===== config.mk =====
export PLATFORM = sky130hd
export DESIGN_NAME = verificador_pin
export DESIGN_NICKNAME = d
export VERILOG_FILES = /design/src/rtl/pkg_cajero.sv /design/src/rtl/captura_digitos.sv /design/src/rtl/verificador_pin.sv
export SDC_FILE = /design/constraint.sdc
export NUM_CORES = 1
export LEC_CHECK = 0
export CELL_PAD_IN_SITES_DETAIL_PLACEMENT = 0
export CELL_PAD_IN_SITES_GLOBAL_PLACEMENT = 1
export CORE_MARGIN = 2
export CORE_UTILIZATION = 40
export CTS_BUF_LIST = sky130_fd_sc_hd__clkbuf_16
export DETAILED_ROUTE_END_ITERATION = 10
export PLACE_DENSITY_LB_ADDON = 0.2
export SYNTH_ARGS = -nofsm -noshare
export SYNTH_HDL_FRONTEND = slang
export SYNTH_SLANG_ARGS = --single-unit
export TNS_END_PERCENT = 100

===== constraint.sdc =====
create_clock -name clk -period 1.8 [get_ports clk]
set_input_delay 0.36 -clock clk [delete_from_list [all_inputs] [get_ports clk]]
set_output_delay 0.36 -clock clk [all_outputs]
set_load 0.02 [all_outputs]

===== src/rtl/pkg_cajero.sv =====
// Shared PIN verifier constants, FSM state encoding and digit validity helper.
package pkg_cajero;

  localparam int PIN_W        = 16;
  localparam int DIG_W        = 4;
  localparam int NUM_DIGITOS  = 4;
  localparam int MAX_INTENTOS = 3;
  localparam int CNT_W        = $clog2(NUM_DIGITOS);

  typedef enum logic [2:0] {
    IDLE           = 3'd0,
    ESPERA_DIGITOS = 3'd1,
    VALIDAR        = 3'd2,
    PIN_OK         = 3'd3,
    BLOQUEO        = 3'd4
  } estado_t;

  function automatic logic es_digito_valido(input logic [DIG_W-1:0] d);
    return d <= DIG_W'(9);
  endfunction

endpackage


===== src/rtl/captura_digitos.sv =====
// Keypad digit shift register with digit count; acepta/completo are combinational on the strobe.
// Digits above 9 are dropped; limpiar has priority over a simultaneous accepted digit.
module captura_digitos
  import pkg_cajero::*;
(
  input  logic             clk,
  input  logic             reset,
  input  logic             limpiar,
  input  logic             habilitar,
  input  logic [DIG_W-1:0] digito,
  input  logic             digito_stb,
  output logic [PIN_W-1:0] buffer,
  output logic             acepta,
  output logic             completo
);

  logic [CNT_W-1:0] cuenta;

  assign acepta   = habilitar && digito_stb && es_digito_valido(digito);
  assign completo = acepta && (cuenta == CNT_W'(NUM_DIGITOS - 1));

  always_ff @(posedge clk or posedge reset) begin
    if (reset) begin
      buffer <= '0;
      cuenta <= '0;
    end else if (limpiar) begin
      buffer <= '0;
      cuenta <= '0;
    end else if (acepta) begin
      buffer <= {buffer[PIN_W-DIG_W-1:0], digito};
      // Count wraps after the last digit so the next attempt starts from zero.
      cuenta <= completo ? '0 : cuenta + CNT_W'(1);
    end
  end

endmodule


===== src/rtl/verificador_pin.sv =====
// Card PIN verifier FSM with attempt counting and blocking; pin_ok rises 2 cycles after the 4th digit.
// Optional inactivity timeout between digits: define VERIFICADOR_PIN_TIMEOUT_EN.
module verificador_pin
  import pkg_cajero::*;
#(
  parameter int TIMEOUT_CICLOS = 1000
) (
  input  logic             clk,
  input  logic             reset,
  input  logic             tarjeta_recibida,
  input  logic [PIN_W-1:0] pin_correcto,
  input  logic [DIG_W-1:0] digito,
  input  logic             digito_stb,
  output logic             pin_ok,
  output logic             pin_incorrecto,
  output logic             advertencia,
  output logic             bloqueo,
  output logic [1:0]       intentos
);

  if (TIMEOUT_CICLOS < 1) begin : g_param_invalido
    $error("TIMEOUT_CICLOS must be at least 1");
  end

  estado_t          estado, estado_sig;
  logic [1:0]       intentos_sig;
  logic             limpiar;
  logic             captura_en;
  logic             incorrecto_sig;
  logic [PIN_W-1:0] buffer;
  logic             acepta;
  logic             completo;
  logic             tmo_fin;

  captura_digitos u_captura (
    .clk        (clk),
    .reset      (reset),
    .limpiar    (limpiar),
    .habilitar  (captura_en),
    .digito     (digito),
    .digito_stb (digito_stb),
    .buffer     (buffer),
    .acepta     (acepta),
    .completo   (completo)
  );

`ifdef VERIFICADOR_PIN_TIMEOUT_EN
  localparam int TMO_W = $clog2(TIMEOUT_CICLOS + 1);

  logic [TMO_W-1:0] tmo_cnt;

  // Held at zero outside digit entry, so entering ESPERA_DIGITOS reloads it.
  always_ff @(posedge clk or posedge reset) begin
    if (reset) begin
      tmo_cnt <= '0;
    end else if (estado != ESPERA_DIGITOS || acepta) begin
      tmo_cnt <= '0;
    end else begin
      tmo_cnt <= tmo_cnt + TMO_W'(1);
    end
  end

  assign tmo_fin = (estado == ESPERA_DIGITOS) && !acepta &&
                   (tmo_cnt == TMO_W'(TIMEOUT_CICLOS - 1));
`else
  assign tmo_fin = 1'b0;
`endif

  always_comb begin
    estado_sig     = estado;
    intentos_sig   = intentos;
    limpiar        = 1'b0;
    captura_en     = 1'b0;
    incorrecto_sig = 1'b0;
    case (estado)
      IDLE: begin
        limpiar = 1'b1;
        if (tarjeta_recibida) estado_sig = ESPERA_DIGITOS;
      end
      ESPERA_DIGITOS: begin
        if (!tarjeta_recibida) begin
          estado_sig   = IDLE;
          limpiar      = 1'b1;
          intentos_sig = 2'd0;
        end else if (tmo_fin) begin
          estado_sig = IDLE;
          limpiar    = 1'b1;
        end else begin
          captura_en = 1'b1;
          if (completo) estado_sig = VALIDAR;
        end
      end
      VALIDAR: begin
        if (!tarjeta_recibida) begin
          estado_sig   = IDLE;
          limpiar      = 1'b1;
          intentos_sig = 2'd0;
        end else if (buffer == pin_correcto) begin
          estado_sig   = PIN_OK;
          intentos_sig = 2'd0;
        end else begin
          incorrecto_sig = 1'b1;
          limpiar        = 1'b1;
          if (intentos >= 2'(MAX_INTENTOS - 1)) begin
            intentos_sig = 2'(MAX_INTENTOS);
            estado_sig   = BLOQUEO;
          end else begin
            intentos_sig = intentos + 2'd1;
            estado_sig   = ESPERA_DIGITOS;
          end
        end
      end
      PIN_OK: begin
        if (!tarjeta_recibida) estado_sig = IDLE;
      end
      BLOQUEO: begin
        estado_sig = BLOQUEO;
      end
      default: begin
        estado_sig = IDLE;
        limpiar    = 1'b1;
      end
    endcase
  end

  always_ff @(posedge clk or posedge reset) begin
    if (reset) begin
      estado         <= IDLE;
      intentos       <= 2'd0;
      pin_ok         <= 1'b0;
      pin_incorrecto <= 1'b0;
      advertencia    <= 1'b0;
      bloqueo        <= 1'b0;
    end else begin
      estado         <= estado_sig;
      intentos       <= intentos_sig;
      // pin_ok trails state entry by one edge and drops with card removal.
      pin_ok         <= (estado == PIN_OK) && (estado_sig == PIN_OK);
      pin_incorrecto <= incorrecto_sig;
      advertencia    <= (intentos_sig == 2'(MAX_INTENTOS - 1));
      bloqueo        <= (estado_sig == BLOQUEO);
    end
  end

endmodule

==> results of run 1 <==
-- synthesized netlist by cell type (2+ instances only) --
cell type,count
sky130_fd_sc_hd__a211oi_1,7
sky130_fd_sc_hd__a31oi_1,12
sky130_fd_sc_hd__and3_1,2
sky130_fd_sc_hd__and4_1,11
sky130_fd_sc_hd__buf_2,2
sky130_fd_sc_hd__clkbuf_1,9
sky130_fd_sc_hd__dfrtp_1,27
sky130_fd_sc_hd__inv_1,15
sky130_fd_sc_hd__mux2i_1,7
sky130_fd_sc_hd__nand4_1,4
sky130_fd_sc_hd__nor2_1,3
sky130_fd_sc_hd__o21ai_0,26
sky130_fd_sc_hd__o21bai_1,12
sky130_fd_sc_hd__o22ai_1,2
sky130_fd_sc_hd__o41ai_1,2
sky130_fd_sc_hd__xnor2_1,16
-- routing by layer --
layer	routed length, um	GRT usage, %	up-vias
met5	0	0	-
met1	2150	26.5	795
met2	2350	37.3	31
met3	154	2.76	4
li1	-	-	774
met4	34	5.15	0
-- power breakdown --
| group | switching, mW | internal (mW) | total [mW] |
|---|---|---|---|
| Clock | 0.230 | 0.303 | 0.533 |
| Combinational | 0.0868 | 0.0849 | 0.172 |
| Sequential | 0.000830 | 0.607 | 0.608 |
| Total | 0.318 | 0.995 | 1.31 |
-- what timing repair did --
item                                    4_1_cts  5_1_grt
endpoints found under the setup margin       21       21
buffers inserted                              3        4
cloned                                        3        0
pin swaps                                    24       19
resized for setup                            32       10
-- cell type report --
class                      instances  area [sq um]
sequential                        27           676
inverter                          15          56.3
clock inverter                     1          7.51
timing repair buffer              56           485
clock buffer                       3          75.1
fill                             378          1690
tap                               50          62.6
multi-input combinational        126           977
-- per-stage QoR --
stage | TNS [ps] | worst slack [ps] | instance area (sq um)
after floorplan | 0 | 174 | 1680
after global placement | -7140 | -386 | 2130
after detailed placement | -7300 | -404 | 2130
after CTS | -142 | -82.3 | 2290
after global routing | -1160 | -89.2 | 2340
final | -38.3 | -35.4 | 2340
-- registers in the layout (all words and copies together), names as in the netlist --
signal            flops
advertencia           1
bloqueo               1
estado                3
intentos              2
pin_incorrecto        1
pin_ok                1
u_captura.buffer     16
u_captura.cuenta      2
-- worst reg2reg max path: cells and delay by family (launching register included) --
kind | cells | cell delay, ps
AO/OA/AOI/OAI | 1 | 260
AND/OR/NAND/NOR | 2 | 880
flip-flops | 1 | 420
XOR/XNOR | 1 | 170
-- cells in the final DEF (no fill, tap or decap), types with 2 or more instances in the layout --
cell type and n:
sky130_fd_sc_hd__a211oi_2 7, sky130_fd_sc_hd__a31oi_1 12, sky130_fd_sc_hd__and3_1 2, sky130_fd_sc_hd__and4_1 11, sky130_fd_sc_hd__buf_4 26, sky130_fd_sc_hd__clkbuf_16 3, sky130_fd_sc_hd__clkdlybuf4s50_1 13, sky130_fd_sc_hd__dfrtp_1 27
sky130_fd_sc_hd__dlygate4sd2_1 16, sky130_fd_sc_hd__inv_1 15, sky130_fd_sc_hd__mux2i_1 7, sky130_fd_sc_hd__nand4_1 4, sky130_fd_sc_hd__nor2_1 3, sky130_fd_sc_hd__o21ai_0 14, sky130_fd_sc_hd__o21ai_1 9, sky130_fd_sc_hd__o21ai_2 3
sky130_fd_sc_hd__o21bai_1 12, sky130_fd_sc_hd__o41ai_1 2, sky130_fd_sc_hd__or4_4 4, sky130_fd_sc_hd__xnor2_1 15
-- cell families (layout without fill, tap and decap cells) --
logic type	Yosys count	in the layout	synth area share [%]
AOI/OAI and AO/OA	65	65	24.6
adders and majority gates	1	1	0.747
xor gates and xnor gates	16	16	8.36
and+or+nand+nor	34	37	14.9
buffers and inverters	28	75	6.94
muxes	7	7	4.18
DFF	27	27	40.3
-- worst max-delay path by stage --
stage	startpoint	end	slack, ps
finish	u_captura.buffer[5]$_DFFE_PP0P_	intentos[0]$_DFF_PP0_	-40
global route	u_captura.buffer[1]$_DFFE_PP0P_	intentos[0]$_DFF_PP0_	-90
CTS	u_captura.buffer[11]$_DFFE_PP0P_	intentos[0]$_DFF_PP0_	-80
detailed placement	pin_correcto[11]	u_captura.buffer[2]$_DFFE_PP0P_	-400
global placement	pin_correcto[5]	intentos[0]$_DFF_PP0_	-390
floorplan	u_captura.buffer[0]$_DFFE_PP0P_	u_captura.buffer[0]$_DFFE_PP0P_	170
==> results list, run 1 <==
- The startpoint identified for the worst register-to-register timing path is u_captura.buffer[5]$_DFFE_PP0P_.
- Element type at the critical path end: flip-flop
- Violated checks: setup timing
- Clock tree from TritonCTS: yes
- The number of global-route vias before repair was 1580.
* Chain of cells forming the critical path: xnor2_2 -> nand4_1 -> or4_4 -> a32o_1
- The initial antenna violation count is 0.
- Measured in cells, the most critical reg-to-reg path has a length of 4.
- The root buffer cell chosen for the clock tree is sky130_fd_sc_hd__clkbuf_16.
- Cell type of the slowest stage on the worst timing path: sky130_fd_sc_hd__or4_4
* Cell type group with the largest total delay on the critical path: simple AND/OR/NAND/NOR gates
* Tightest Pin Transition: 561 ps
* Critical Path AT: 1990 ps
* Area contributors post-synth: sky130_fd_sc_hd__dfrtp_1 (40%), sky130_fd_sc_hd__xnor2_1 (8.4%), sky130_fd_sc_hd__o21ai_0 (7.8%)
- Maximum fanout along the worst path: 6
- The number of placed instances, taps included, is 264.
- Static timing analysis puts the maximum clock frequency at 545 MHz.
- Setup slack on the worst reg-to-reg path comes out at -40 ps.
- Across every metal layer, demand over resource in global routing totals 20.9%.
- The tree built by TritonCTS fans out to 27 sinks.
* Total I/O pin count: 30
- FFs w/ async S/R, synth: 100%
* Area of the core: 4030 sq um
- Clock Latency Late Sink: 260 ps
- Pwr Total: 1.31 mW
- Post-synthesis sequential area ratio: 40.3%
- Final clock skew: 2.49 ps
- After clock tree synthesis, the clock-pin slew on the worst setup and hold paths is 70 ps.
- The number of antenna diodes in the final layout is 0.
- Synthesized area per cell: 9.41 sq um
- STA puts the critical path data required time at 1950 ps.
- Setup CP Type: flip-flop to flip-flop
- Global routing finished with a remaining overflow of 0.
- Rel. slew slack: 62.6%
* Final setup slack of the worst path: -35.4 ps
* Die outline area: 4720 sq um
- Relative to the synthesized area, the layout overhead comes to 39.7%.
- Before antenna repair, the detailed router went through 4 iterations.
- Vias after detailed routing: 1604
- The congestion estimate from routability-driven global placement came to 0.814.
* Endpoint of the worst-slack reg-to-reg timing path: intentos[0]$_DFF_PP0_
- The most used flip-flop cell after synthesis is sky130_fd_sc_hd__dfrtp_1.
* H-tree levels: 1
- Detailed-route vias per instance: 5.77
- After synthesis, the netlist uses 37 different library cells.
- Pin count of the biggest net entering global routing: 28
- The synthesized design contains 27 register bits.
* Clock buffers created by TritonCTS: 3
- Setup repair after global routing could not meet its margin everywhere.
- The count of cells in the finished layout, fillers not included, comes to 278.
- In this run the vertical extent of the chip is 68.7 um.
- Summed over all cells, the static leakage comes to 0.993 nW.
- DRC viols: 0
* WL per Instance: 16.9 um
- The clock passes through at most 2 buffers.
- Yosys Warn Count: 0
- For this design, the CTS-stage hold fixing added 0 buffers.
* Standard-cell row count: 23
- DRC marker count from the first detailed-route iteration: 88
- The detail route stage leaves a number of antenna-violating nets equal to 0.
* Number of nets in the layout: 254
- Global-route wire length before repair: 7390 um
* Worst hold-check path type: input port to asynchronous set/reset pin
- From left edge to right edge, the die measures 68.7 um.
* Post-layout minimum cycle time: 1840 ps
* Top cell type's share of synthesized area: 40.3%
* Initial cell density of the core: 41.6%
- On the worst path, the slowest cell contributes a delay of 650 ps.
- Max rail drop VDD: 312 uV
- The number of max-slew violations in the final report came to 0.
- The flow ran to the end, but the final reports show violations.
- Synthesized cell area: 1680 sq um
* Placed wire-length estimate: 3030 um
* Number of max-capacitance violations reported: 0
- Synthesis produced a netlist with a net count of 203.
- Number of cells on the critical path: 4
- Critical path startpoint category: flip-flop
- Cells after Synth: 178
- Utilization of the core after routing: 58.1%
- Number of failing setup endpoints in the final timing report: 3
* Fraction of layout instances using a drive strength above 1: 22.8%
- The tightest hold path in the finished design has a slack of 473 ps.
* Count of buffers inserted at the top-level ports: 29
- Buffer and inverter count on the worst path: 0
* Area leader, netlist: sky130_fd_sc_hd__dfrtp_1
* Final Hold Violating Endpoints: 0
- Yosys mapped a number of flops with a built-in enable equal to 0.
* Detailed-route wire length: 4690 um
- The final critical path takes up 102% of the cycle.
- Power per standard cell area: 561 nW/um^2
Power figures use the tool's default switching activity.
==> inputs of run 2 (changes only) <==
Settings changed: ABC_AREA set to 1, CORE_UTILIZATION 40 to 37.
==> results list, run 2 <==
* Final slew viol count: 0 (unchanged)
- The count of antenna-violating nets left after detailed routing is 0 (unchanged).
* Synthesized area per cell: 6.76 sq um (-28%)
- The portion of the clock cycle consumed by the worst path in the final layout is 93.0% (-9.0 points).
* WL per Instance: 9.39 um (-44%)
* Net count after synthesis: 278 (+37%)
* Met3 global-route usage: 2.08% (-0.68 points)
- The sequential element share of the synthesized area was 39.5% (-0.83 points).
* Longest Clk Path Bufs: 2 (unchanged)
- The number of placed I/O pins came to 30 (unchanged).
- Clock buffers created by TritonCTS: 3 (unchanged)
- Chain of cells forming the critical path: clkdlybuf4s50_1
- Number of placed cells counting well taps: 340 (+29%)
- The clock latency on the worst-skew pair was 260 ps (about the same).
* Most Crowded Layer GR: met2
- The vias after detailed routing was 1465 (-8.7%).
- The initial antenna violation count is 0 (unchanged).
* FFs w/ async S/R, synth: 100% (unchanged)
* Fmax achieved: 597 MHz (+9.6%)
- Global route overflow: 0 (unchanged)
- Synthesized cell area: 1710 sq um (+2.1%)
* Total clock sinks: 27 (unchanged)
- The number of design-rule violations left by the first detailed-router iteration came to 57 (-35%).
- Final Hold Violating Endpoints: 0 (unchanged)
- The count of final setup violators is 0 (-3).
- Most frequent cells in the layout: sky130_fd_sc_hd__nand2_1 (88), sky130_fd_sc_hd__inv_1 (49), sky130_fd_sc_hd__clkdlybuf4s50_1 (29)
- STA classifies the critical path endpoint as an output port.
- Critical path startpoint category: flip-flop
- Yosys Warn Count: 0 (unchanged)
* Cells after Synth: 253 (+42%)
* Number of diodes: 0 (unchanged)
* Dominant register cell in the synthesized netlist: sky130_fd_sc_hd__dfrtp_1
* Placed wire-length estimate: 2460 um (-19%)
- The slew at the pin closest to its max-slew limit is 343 ps (-218 ps).
- LEAKAGE: 1.12 nW (+13%)
* Maximum fanout along the worst path: 6 (unchanged)
* Detailed-route wire length: 3230 um (-31%)
- Buffer and inverter count on the worst path: 1 (+1)
- The met2 capacity usage during global routing is 23.3% (-14 points).
- The run finished with clean final reports.
- Critical Path AT: 1310 ps (-680 ps)
- Sorting the synthesized cells by how often they occur yields sky130_fd_sc_hd__nand2_1 (88), sky130_fd_sc_hd__inv_1 (48), sky130_fd_sc_hd__nor2_1 (29).
- The number of flip-flops in the largest register is 16 (unchanged).
* Post-cts hold buffer count: 0 (unchanged)
- The number of port buffers is 29 (unchanged).
- Cell type group with the largest total delay on the critical path: buffers and inverters
- Post-CTS setup buffer count: 0 (-3)
* Number of max-capacitance violations reported: 0 (unchanged)
- Standard-cell row count: 24 (+4.3%)
- Routing usage on met1: 20.7% (-5.8 points)
- The worst relative slew slack came to 77.1% (+15 points).
- Area added between synthesis and finish: 29.5%
- The chip height is 72.0 um (+4.8%).
- The area inside the core boundary was 4410 sq um (+9.6%).
* Post-layout minimum cycle time: 1670 ps (-161 ps)
* H-tree levels: 1 (unchanged)
- Layout fillers: 472 (+25%)
- The largest registers in the layout are u_captura.buffer x16, estado x3.
* Worst slack at placement: -160 ps (+244 ps)
- Worst hold-check path type: input port to asynchronous set/reset pin
* Iteration count of the initial detailed-routing pass: 4 (unchanged)
* Quantity of gates resized following cts: 0 (-100%)
- Gp weighted congestion: 0.766 (-5.9%)
* Initial cell density of the core: 38.7% (-2.8 points)
* Max rail drop VDD: 314 uV (+0.87%)
- The smallest setup slack after layout was 126 ps (+161 ps).
- Counting flops per register, the top entry is u_captura.buffer.
- The non-filler instance count after layout was 344 (+24%).
* Stage delay of the slowest cell on the critical path: 630 ps (-20 ps)
- Global-route total usage across every layer: 14.7% (-6.2 points)
* Power per standard cell area: 609 nW/um^2 (+8.5%)
- DRC viols: 0 (unchanged)
* Synthesis-stage register bit count: 27 (unchanged)
- The chip width was 72.0 um (+4.8%).
- Area leader, netlist: sky130_fd_sc_hd__dfrtp_1
- Clock-pin transition on the worst setup and hold timing paths: 60 ps (about the same)
* Global-route wire length before repair: 6030 um (-18%)
* Number of nets in the layout: 318 (+25%)
* Setup CP Type: flip-flop to output port
- Most common library cell in the layout ignoring fill and taps: sky130_fd_sc_hd__nand2_1
- The number of different library cells in the post-synthesis netlist is 21 (-43%).
- Die outline area: 5180 sq um (+9.8%)
- Final clock skew: 4.93 ps (+2.44 ps)
* CTS root buffer: sky130_fd_sc_hd__clkbuf_16
- The number of global-route vias before repair was 1421 (-10%).
- Clock tree from TritonCTS: yes
- Number of synthesized flops with an enable pin: 0 (unchanged)
- After synthesis, the cell types taking the most area are sky130_fd_sc_hd__dfrtp_1 (40%), sky130_fd_sc_hd__nand2_1 (19%), sky130_fd_sc_hd__inv_1 (11%).
- Cell with the most instances after synthesis: sky130_fd_sc_hd__nand2_1
* Top cell type's share of synthesized area: 39.5% (-0.83 points)
- The final standard cell utilization of the core is 50.2% (-7.9 points).
- Cell type of the slowest stage on the worst timing path: sky130_fd_sc_hd__clkdlybuf4s50_1
- The maximum number of pins on one net before global-route repair was 28 (unchanged).
- Setup repair after global routing missed its margin: yes
- The required time of the critical path was 1440 ps (-510 ps).
* Detailed-route vias per instance: 4.26 (-26%)
* Fraction of layout instances using a drive strength above 1: 19.2% (-3.6 points)
-- run 2: cell type report --
| type | count | area [sq um] | area share [%] |
|---|---|---|---|
| clock buffer | 3 | 75.1 | 3.39 |
| multi-input combinational | 162 | 788 | 35.6 |
| tap | 52 | 65.1 | 2.94 |
| timing repair buffer | 39 | 382 | 17.2 |
| sequential | 27 | 676 | 30.5 |
| inverter | 60 | 225 | 10.2 |
| clock inverter | 1 | 3.75 | 0.169 |
-- run 2: worst paths after layout --
kind                                       start                                to  slack (ps)  cells after the start
setup / recovery           intentos[1]$_DFF_PP0_                       intentos[1]         130                      1
hold / removal                             reset   u_captura.buffer[2]$_DFFE_PP0P_         450                      3
setup reg to reg             estado[1]$_DFF_PP0_  u_captura.buffer[11]$_DFFE_PP0P_         310                     10
hold reg to reg              estado[2]$_DFF_PP0_               estado[2]$_DFF_PP0_         540                      2
max in group asynchronous                  reset  u_captura.buffer[14]$_DFFE_PP0P_        1080                      3
min in group clk             estado[2]$_DFF_PP0_               estado[2]$_DFF_PP0_         540                      2
-- run 2: stage by stage --
stage | hold WS (ps) | TNS, ps | cell area [sq um] | power, mW
after CTS | 469 | 0 | 2180 | 1.36
after global routing | 520 | -0.0362 | 2210 | 1.42
after detailed placement | 525 | -2970 | 2100 | 0.862
after floorplan | 413 | 0 | 1710 | 0.765
final | 454 | 0 | 2210 | 1.35
after global placement | 520 | -2970 | 2100 | 0.862
-- run 2: worst register-to-register path: cells and delay by family, from the launching register on --
kind | cells | cell delay (ps)
buffers and inverters | 2 | 240
DFF | 1 | 420
AOI/OAI and AO/OA | 1 | 70
and+or+nand+nor | 7 | 690
-- run 2: per-layer routing --
metal	up-vias	wire length [um]	part of all wire, %
li1	812	-	-
met1	629	1530	47
met2	20	1530	47
met3	4	124	3.8
met4	0	42	1.3
met5	-	0	0
-- run 2: cell families (layout without fill, tap and decap cells) --
| group | count (synthesis) | after routing | share of synthesized area (%) |
|---|---|---|---|
| compound gates | 22 | 22 | 9.07 |
| buf+inv | 64 | 103 | 16.0 |
| fa+ha+maj | 1 | 1 | 0.731 |
| flops | 27 | 27 | 39.5 |
| simple gates | 139 | 139 | 34.7 |
-- run 2: where the power goes --
group	leakage, nW	total, mW	switching (mW)	internal, mW
clock network	0.0423	0.493	0.196	0.297
logic	0.704	0.236	0.127	0.109
registers	0.375	0.619	0.00568	0.614
total	1.12	1.35	0.328	1.02
